--- src/rtl/vga_sync_receiver.sv ---
// vga_sync_receiver
// Recovers pixel coordinates, per-pixel valid strobes and frame boundaries
// from an hSync/vSync/RGB pixel stream, checks line and frame lengths against
// the programmed timing and declares lock after consecutive good frames.
module vga_sync_receiver #(
  parameter int WIDTH       = 640,
  parameter int HEIGHT      = 480,
  parameter int H_FRONT     = 16,
  parameter int H_SYNC      = 96,
  parameter int H_BACK      = 48,
  parameter int V_FRONT     = 10,
  parameter int V_SYNC      = 2,
  parameter int V_BACK      = 33,
  parameter int LOCK_FRAMES = 2
) (
  input  logic        clk,
  input  logic        reset,
  input  logic        pix_en,
  input  logic        hSync,
  input  logic        vSync,
  input  logic [11:0] rgb,
  output logic [9:0]  x,
  output logic [8:0]  y,
  output logic [11:0] pixel,
  output logic        pixel_valid,
  output logic        frame_start,
  output logic        locked,
  output logic        line_err,
  output logic        frame_err,
  output logic [15:0] frame_count
);

  localparam int H_TOTAL = WIDTH + H_FRONT + H_SYNC + H_BACK;
  localparam int V_TOTAL = HEIGHT + V_FRONT + V_SYNC + V_BACK;

  localparam logic [9:0] H_LAST      = 10'(H_TOTAL - 1);
  localparam logic [9:0] V_LAST      = 10'(V_TOTAL - 1);
  localparam logic [9:0] H_VIS_FIRST = 10'(H_SYNC + H_BACK);
  localparam logic [9:0] H_VIS_LAST  = 10'(H_SYNC + H_BACK + WIDTH - 1);
  localparam logic [9:0] V_VIS_FIRST = 10'(V_SYNC + V_BACK);
  localparam logic [9:0] V_VIS_LAST  = 10'(V_SYNC + V_BACK + HEIGHT - 1);
  localparam logic [9:0] CNT_MAX     = 10'h3FF;
  localparam logic [3:0] LOCK_TARGET = 4'(LOCK_FRAMES);

  localparam logic [1:0] UNLOCKED = 2'd0;
  localparam logic [1:0] SYNCING  = 2'd1;
  localparam logic [1:0] LOCKED   = 2'd2;

  logic       hPrev, vPrev;
  logic [9:0] hCnt, vCnt;
  logic [9:0] hCntNext, vCntNext;
  logic       hSeen, vSeen;
  logic       lineBad;
  logic [1:0] state, stateNext;
  logic [3:0] goodCnt, goodCntNext;
  logic       countFrame;

  logic       hFall, vFall;
  logic       lineErrNow;
  logic       frameChecked, frameLenBad, frameGood, frameBadNow;
  logic       visible;
  logic [9:0] xNext;
  logic [8:0] yNext;

  assign hFall = hPrev & ~hSync;
  assign vFall = vPrev & ~vSync;

  // A line is judged when the next one starts; the very first hSync fall only arms the check.
  assign lineErrNow   = hFall & hSeen & (hCnt != H_LAST);
  assign frameChecked = vFall & vSeen;
  assign frameLenBad  = frameChecked & (vCnt != V_LAST);
  // The closing line of a frame is checked on the same sample as the vSync fall, so it counts too.
  assign frameGood    = frameChecked & ~frameLenBad & ~lineBad & ~lineErrNow;
  assign frameBadNow  = frameChecked & ~frameGood;

  assign visible = (hCntNext >= H_VIS_FIRST) && (hCntNext <= H_VIS_LAST) &&
                   (vCntNext >= V_VIS_FIRST) && (vCntNext <= V_VIS_LAST);
  assign xNext   = hCntNext - H_VIS_FIRST;
  assign yNext   = 9'(vCntNext - V_VIS_FIRST);

  assign locked = (state == LOCKED);

  // Next raster position: sync falls restart the counters, otherwise they saturate at 1023.
  always_comb begin
    hCntNext = hCnt;
    vCntNext = vCnt;
    if (hFall) begin
      hCntNext = '0;
    end else if (hCnt != CNT_MAX) begin
      hCntNext = hCnt + 10'd1;
    end
    if (vFall) begin
      vCntNext = '0;
    end else if (hFall && (vCnt != CNT_MAX)) begin
      vCntNext = vCnt + 10'd1;
    end
  end

  // Lock state machine: any error while locked falls back to counting good frames again.
  always_comb begin
    stateNext   = state;
    goodCntNext = goodCnt;
    countFrame  = 1'b0;
    case (state)
      UNLOCKED: begin
        if (vFall) begin
          stateNext   = SYNCING;
          goodCntNext = '0;
        end
      end
      SYNCING: begin
        if (frameGood) begin
          if (4'(goodCnt + 4'd1) == LOCK_TARGET) begin
            stateNext   = LOCKED;
            goodCntNext = '0;
          end else begin
            goodCntNext = goodCnt + 4'd1;
          end
        end else if (frameBadNow) begin
          goodCntNext = '0;
        end
      end
      LOCKED: begin
        if (lineErrNow || frameLenBad) begin
          stateNext   = SYNCING;
          goodCntNext = '0;
        end else if (frameGood) begin
          countFrame = 1'b1;
        end
      end
      default: begin
        stateNext   = UNLOCKED;
        goodCntNext = '0;
      end
    endcase
  end

  // Sample the sync inputs and advance the raster counters once per pixel period.
  always_ff @(posedge clk or posedge reset) begin
    if (reset) begin
      hPrev   <= 1'b1;
      vPrev   <= 1'b1;
      hCnt    <= '0;
      vCnt    <= '0;
      hSeen   <= 1'b0;
      vSeen   <= 1'b0;
      lineBad <= 1'b0;
    end else if (pix_en) begin
      hPrev <= hSync;
      vPrev <= vSync;
      hCnt  <= hCntNext;
      vCnt  <= vCntNext;
      hSeen <= hSeen | hFall;
      vSeen <= vSeen | vFall;
      if (vFall) begin
        lineBad <= 1'b0;
      end else if (lineErrNow) begin
        lineBad <= 1'b1;
      end
    end
  end

  // Lock state, good-frame run length and the locked frame counter.
  always_ff @(posedge clk or posedge reset) begin
    if (reset) begin
      state       <= UNLOCKED;
      goodCnt     <= '0;
      frame_count <= '0;
    end else if (pix_en) begin
      state   <= stateNext;
      goodCnt <= goodCntNext;
      if (countFrame) begin
        frame_count <= frame_count + 16'd1;
      end
    end
  end

  // Coordinate/pixel capture and single-clk strobes, all produced from the new raster position.
  always_ff @(posedge clk or posedge reset) begin
    if (reset) begin
      x           <= '0;
      y           <= '0;
      pixel       <= '0;
      pixel_valid <= 1'b0;
      frame_start <= 1'b0;
      line_err    <= 1'b0;
      frame_err   <= 1'b0;
    end else begin
      pixel_valid <= 1'b0;
      frame_start <= 1'b0;
      line_err    <= 1'b0;
      frame_err   <= 1'b0;
      if (pix_en) begin
        pixel     <= rgb;
        line_err  <= lineErrNow;
        frame_err <= frameLenBad;
        if (visible) begin
          x           <= xNext;
          y           <= yNext;
          pixel_valid <= (stateNext == LOCKED);
          frame_start <= (stateNext == LOCKED) && (xNext == '0) && (yNext == '0);
        end else begin
          x <= '0;
          y <= '0;
        end
      end
    end
  end

endmodule
--- config.mk ---
export PLATFORM = sky130hd
export DESIGN_NAME = vga_sync_receiver
export DESIGN_NICKNAME = d
export VERILOG_FILES = /design/src/rtl/vga_sync_receiver.sv
export SDC_FILE = /design/constraint.sdc
export NUM_CORES = 1
export LEC_CHECK = 0
export ABC_CLOCK_PERIOD_IN_PS = 3600
export BUFFER_PORTS_ARGS = -buffer_cell sky130_fd_sc_hd__clkbuf_2
export CAP_MARGIN = 20
export CORE_MARGIN = 2
export CORE_UTILIZATION = 40
export DETAILED_ROUTE_END_ITERATION = 10
export HOLD_SLACK_MARGIN = 0.05
export PLACE_DENSITY = 0.64
export RECOVER_POWER = 50
export SYNTH_ARGS = -nofsm -noshare
export SYNTH_HDL_FRONTEND = slang
export SYNTH_SLANG_ARGS = --single-unit
export TNS_END_PERCENT = 1
--- constraint.sdc ---
create_clock -name clk -period 3.6 [get_ports clk]
set_input_delay 0.72 -clock clk [delete_from_list [all_inputs] [get_ports clk]]
set_output_delay 0.72 -clock clk [all_outputs]
set_load 0.01 [all_outputs]
# Word level (Yosys, flattened, before mapping)
# Index checks and enable logic that the tools add are counted.
[word_totals] in_bits=17 regBits=82 output_inout_bits=52
[op_classes] n_addsub=6 bitwise=18 order_cmp=4 muxes=28 reduce_logical=14 eq_ne=11
[ops] op="10-bit two-way mux" n=5
[ops] op="10-bit inequality test, second input constant" n=4
[ops] op="10-bit by 1-bit adder with 10-bit output, second input constant" n=2
[ops] op="10-bit less-or-equal comparator, second input constant" n=2
[ops] op="4-bit two-way mux" n=5
[ops] op="16-bit by 1-bit adder with 16-bit output, second input constant" n=1
[ops] op="4-bit case mux with 3 select lines" n=1
[ops] op="1-bit two-way mux" n=11
[ops] op="1-bit AND" n=10
[ops] op="10-bit by 6-bit >= comparator with 1-bit output, second input constant" n=1
[ops] op="10-bit by 8-bit >= comparator with 1-bit output, second input constant" n=1
[ops] op="10-bit zero test" n=1
[ops] op="10-bit by 8-bit subtractor with 10-bit output, second input constant" n=1
[ops] op="9-bit zero test" n=1
[ops] op="9-bit two-way mux" n=1
[ops] op="9-bit by 6-bit subtractor with 9-bit output, second input constant" n=1
[ops] op="2-bit two-way mux" n=4
[ops] op="1-bit logical AND" n=6
[ops] op="1-bit NOT" n=6
[ops] op="2-bit case mux with 3 select lines" n=1
[ops] op="4-bit by 1-bit adder with 4-bit output, second input constant" n=1
[ops] op="2-bit equality test, second input constant" n=2
[ops] op="4-bit by 2-bit equality test with 1-bit output, second input constant" n=1
[ops] op="2-bit AND reduction" n=2
[ops] op="other kinds (9)" n=10

# Logic depth before layout (Yosys ltp)
[depth] depth_word=15 depth_mapped=14 mapped_depth_nobuf=13

# Worst setup path after synthesis
# No wires, ideal clock.
[synth_path] path_type="in2reg" start="input hSync" end="register frame_start" setup_slack_ps=510 path_stages=11 arrival_time_ps=2995 t_required_ps=3504 path_cell_list="nand2b_1 -> buf_2 -> a31oi_4 -> mux2_2 -> and2_1 -> ha_1 -> nand4b_1 -> a311oi_1 -> xor2_1 -> nand4b_1 -> nor4_2"
[synth_via] elab_cells_between_ends=30 classes_between="add/sub (2); order compare (4); eq/ne (1); mux (8); bitwise (6); reduce/logical (9)"
[synth_rtl] item="from (decl)" line_no="19" source="input logic hSync,"
[synth_rtl] item="1-bit NOT (*)" line_no="65" source="assign hFall = hPrev & ~hSync;"
[synth_rtl] item="1-bit AND (*)" line_no="65"
[synth_rtl] item="1-bit logical AND (*)" line_no="94" source="end else if (hFall && (vCnt != CNT_MAX)) begin"
[synth_rtl] item="10-bit two-way mux (*)" line_no="94"
[synth_rtl] item="10-bit two-way mux (*)" line_no="92" source="if (vFall) begin"
[synth_rtl] item="via vCntNext[1]" line_no="51" source="logic [9:0] hCntNext, vCntNext;"
[synth_rtl] item="9-bit by 6-bit subtractor with 9-bit output / 10-bit by 6-bit >= comparator with 1-bit output (equally long branches)" line_no="79, 77"
[synth_rtl] item="9-bit zero test / 1-bit logical AND (equally long branches)" line_no="201, 76"
[synth_rtl] item="1-bit logical AND, on equally long branches" line_no="201, 77"
[synth_rtl] item="1-bit two-way mux (*)" line_no="197" source="if (visible) begin"
[synth_rtl] item="1-bit two-way mux (*)" line_no="193" source="if (pix_en) begin"
[synth_rtl] item="to (signal assigned)" line_no="201" source="frame_start <= (stateNext == LOCKED) && (xNext == '0) && (yNext == '0);"
[synth_rtl] item="to (decl)" line_no="26" source="output logic frame_start,"
# Mark *: on every way through the listed nets, which the timed path passes. The rest lies on a longest branch.
# A chain may end at the register's enable or synchronous reset.

# Worst setup path after layout
[layout_path] start="register vCnt[0]" end="register frame_start"
[layout_via] elab_cells_between_ends=26 classes_between="add/sub (2); order compare (2); eq/ne (3); mux (7); bitwise (5); reduce/logical (7)"
[layout_rtl] item="from (decl)" line_no="50" source="logic [9:0] hCnt, vCnt;"
[layout_rtl] item="from (signal assigned)" line_no="152" source="vCnt <= vCntNext;"
[layout_rtl] item="branches (longest 2 deep; another with 10-bit by 1-bit adder with 10-bit output)"
[layout_rtl] item="10-bit two-way mux (*)" line_no="94"
[layout_rtl] item="10-bit two-way mux (*)" line_no="92"
[layout_rtl] item="via vCntNext[1]" line_no="51"
[layout_rtl] item="9-bit by 6-bit subtractor with 9-bit output / 10-bit by 6-bit >= comparator with 1-bit output (equally long branches)" line_no="79, 77"
[layout_rtl] item="9-bit zero test / 1-bit logical AND (equally long branches)" line_no="201, 76"
[layout_rtl] item="1-bit logical AND, on equally long branches" line_no="201, 77"
[layout_rtl] item="1-bit two-way mux (*)" line_no="197"
[layout_rtl] item="1-bit two-way mux (*)" line_no="193"
# Mark *: on every way through the listed nets, which the timed path passes.

==> run metrics <==
Max VDD drop=0.178 mV; synthesized netlist net count=509; Slew @ Worst Pin=1620 ps; Pins Over Slew Limit=61; Die Wd=113 um; diodes inserted=0; antenna-violating nets left=0; beginning of the worst hold path=hSeen; FF-to-FF Start=vCnt[0]; longest individual stage delay on the worst path=430 ps; post-CTS setup buffer count=0; clock root buffer master=sky130_fd_sc_hd__clkbuf_16; power density over cell area=426 nW/um^2; pin count of the biggest net entering global routing=50; RePlAce Congestion=0.901; sum of negative setup slack=0 ps; post-cts hold buffer count=0; GRT Overall Usage=0.189; total of flip-flops plus latches after synthesis=82; total core area=11600 sq um; worst clock skew=5.79 ps; unrepaired setup endpoints after global routing=false; library cell contributing the largest single delay on the critical path=sky130_fd_sc_hd__dfrtp_1; cell seen most often among critical-path stages=sky130_fd_sc_hd__ha_1; area taken by flip-flops and latches=2050 sq um; buffering stage count on the worst path with inverters included=0; placed cells=676; DRC marker count from the first detailed-route iteration=325; top cell family by delay on the critical path=simple AND/OR/NAND/NOR gates; # DRC=0; Comb pwr share=0.141; Post-Synthesis Cell Area=4790 sq um; final count of negative-setup-slack endpoints=0; die footprint=12900 sq um; most frequent cells after synthesis=80 x sky130_fd_sc_hd__dfrtp_1, 49 x sky130_fd_sc_hd__nand2_1, 28 x sky130_fd_sc_hd__mux2_2; clock transition at the registers of the reported paths=60 ps; sequential cell area fraction in the yosys report=0.429; clock network fraction of design power=0.426; CTS tree=done; routed via count=4045; cell type contributing the most total cell area after synthesis=sky130_fd_sc_hd__dfrtp_1; CTS Buf Count=9; HPWL reported at the end of detailed placement=8.52 mm; Post-synth ARST share=1.00; first-pass GRT wire length=19.4 mm; gr ovfl total=0; Gate Count Post-Synth=480; result of the run=complete, but fails checks; worst-skew pair later-pin latency=340 ps; Port Buffers=68; Post-synth EDFFs=0; Pint=1.74 mW; initial antenna violation count=0; Synth Flop Type=sky130_fd_sc_hd__dfrtp_1; Wirelength per Cell=17.0 um; worst path arrival time=3600 ps; fin crit share=0.930; Post-Synthesis Mean Instance Area=9.98 sq um; switching power total=0.636 mW; clock sink total=82; violated checks=max-capacitance violations, max-slew violations; final hold violations=0; share of final-layout standard cells stronger than drive strength 1=0.246; Highest Clock Rate=299 MHz; filler cell count in the final layout=1069; deepest level of the CTS H-tree=3; critical path class=reg -> reg; Top-Level Pins=69; static leakage=2.48 nW; via-per-instance ratio=5.85; number of global-route vias before repair=3850; number of nets in the layout=573; num rows=39; number of cells in the finished layout apart from fillers=692; effective utilization at floorplan=0.414; Area contributors post-synth=sky130_fd_sc_hd__dfrtp_1 42%, sky130_fd_sc_hd__mux2_2 6.6%, sky130_fd_sc_hd__nand2_1 3.8%, sky130_fd_sc_hd__ha_1 3.1%, sky130_fd_sc_hd__xnor2_1 2.9%; count leader, synth=sky130_fd_sc_hd__dfrtp_1; Area growth, synth to finish=16.2%; number of cells on the worst reg-to-reg path=12; combined area of the multi-input logic cells=2530 sq um; switching portion of total power=0.268; Crit. End Element=flop; Resize count post-CTS=0; element type at the critical path start=flop; sequential fraction of design power=0.433; clk buf depth=2; launch point of the worst path=vCnt[0]; cells traversed along the worst timing path=ha_1, and4_2, a31oi_4, mux2_2, and2_1, ha_1, nor2_1, o21ai_0, a311oi_1, xor2_1, nand4b_1, nor4_2; time the worst path needs with I/O delays and setup=3350 ps; vertical extent of the die=113 um; Register-to-Register Setup Slack=250 ps; Max Cap Violations=2; length of the first detailed-routing pass in iterations=4; total number of cells along the worst setup path=12; Yosys Warn Count=0; Critical Path RT=3850 ps; max-slew headroom at the worst pin=-0.0797; CP endpoint=frame_start; area fraction of the dominant cell type after synthesis=0.418; Hold Path Cell Cnt=2; final WL=11.7 mm; post-synthesis cell type count=73; Worst Hold Class=reg -> reg; worst r2r dst=frame_start; worst-path maximum fanout=5
## cells by family (layout without fill, tap and decap cells)
logic type / after synthesis / after routing / share of synthesized area
DFF: 82 / 82 / 0.429
xor gates and xnor gates: 23 / 23 / 0.0420
muxes: 31 / 31 / 0.0731
AOI/OAI and AO/OA: 115 / 115 / 0.181
adders and majority gates: 12 / 12 / 0.0313
buffers and inverters: 46 / 115 / 0.0439
and+or+nand+nor: 171 / 171 / 0.200
## layout make-up
class,count,area share
Clock buffer,11,0.0436
Clock inverter,5,0.0155
Inverter,17,0.0117
Multi-Input combinational cell,352,0.454
Sequential cell,82,0.369
Tap cell,143,0.0321
Timing Repair Buffer,82,0.0744
## layer usage
metal	share of wire	routed length, um	track usage	vias up
met5	0	0	0	-
met4	0.020	237	0.0780	0
met3	0.050	581	0.0335	20
met2	0.47	5540	0.297	126
met1	0.46	5370	0.259	1980
li1	-	-	-	1919
## power groups by stage
stage / Sequential, mW / Combinational (mW) / Clock [mW]
after floorplan: 1.03 / 0.248 / 0
after CTS: 1.03 / 0.339 / 1.04
after global placement: 1.04 / 0.328 / 0
final: 1.03 / 0.334 / 1.01
after detailed placement: 1.04 / 0.337 / 0
after global routing: 1.04 / 0.372 / 1.07
## worst reg2reg max path: cells and delay by family (launching register included)
kind	cells	cell delay (ps)
AOI/OAI and AO/OA	3	700
xor gates and xnor gates	1	130
adders and majority gates	2	530
DFF	1	430
muxes	1	370
and+or+nand+nor	5	1100
## flip-flops by register name (all words and copies together), names as in the netlist, 2 cells and up
name	cells
goodCnt	4
pixel	12
state	2
frame_count	16
hCnt	10
x	10
vCnt	10
y	9
## worst min path at each step
stage / end / slack [ps]
finish: hSeen / 480
global route: x[0] / 500
global placement: frame_count[15] / 460
detailed placement: hSeen / 470
floorplan: hSeen / 440
CTS: vCnt[8] / 370
## cell usage in the layout, fill, tap and decap left out, types with 3 or more instances in the layout
master / n
sky130_fd_sc_hd__inv_1: 16
sky130_fd_sc_hd__a21oi_1: 15
sky130_fd_sc_hd__o211ai_1: 8
sky130_fd_sc_hd__xor2_1: 7
sky130_fd_sc_hd__xnor2_1: 16
sky130_fd_sc_hd__nand3_1: 20
sky130_fd_sc_hd__clkbuf_2: 58
sky130_fd_sc_hd__dfrtp_1: 80
sky130_fd_sc_hd__or3_1: 4
sky130_fd_sc_hd__and4_2: 3
sky130_fd_sc_hd__o31ai_1: 8
sky130_fd_sc_hd__o21ai_0: 25
sky130_fd_sc_hd__nor3_1: 12
sky130_fd_sc_hd__nand2_1: 49
sky130_fd_sc_hd__a31oi_1: 8
sky130_fd_sc_hd__mux2_2: 28
sky130_fd_sc_hd__buf_4: 9
sky130_fd_sc_hd__and2_1: 9
sky130_fd_sc_hd__or2_2: 4
sky130_fd_sc_hd__and4b_1: 3
sky130_fd_sc_hd__a211o_1: 3
sky130_fd_sc_hd__ha_1: 12
sky130_fd_sc_hd__nor2b_1: 5
sky130_fd_sc_hd__and4_1: 4
sky130_fd_sc_hd__nand4_1: 11
sky130_fd_sc_hd__clkbuf_1: 16
sky130_fd_sc_hd__clkbuf_16: 9
sky130_fd_sc_hd__and3_1: 5
sky130_fd_sc_hd__a311oi_1: 3
sky130_fd_sc_hd__nand2b_1: 5
sky130_fd_sc_hd__a41oi_1: 5
sky130_fd_sc_hd__o2bb2ai_1: 10
sky130_fd_sc_hd__nor2_1: 21
## metrics by stage
step            util  cell area [sq um]  worst slack [ps]  hold slack [ps]  power (mW)
6_report       0.481               5570               251              477        2.37
5_1_grt        0.481               5570              27.7              497        2.47
4_1_cts        0.484               5600               238              368        2.40
3_5_place_dp   0.456               5270               222              467        1.38
3_3_place_gp   0.456               5270               355              460        1.37
2_1_floorplan      -               4790               510              436        1.28
Power figures use the tool's default switching activity.
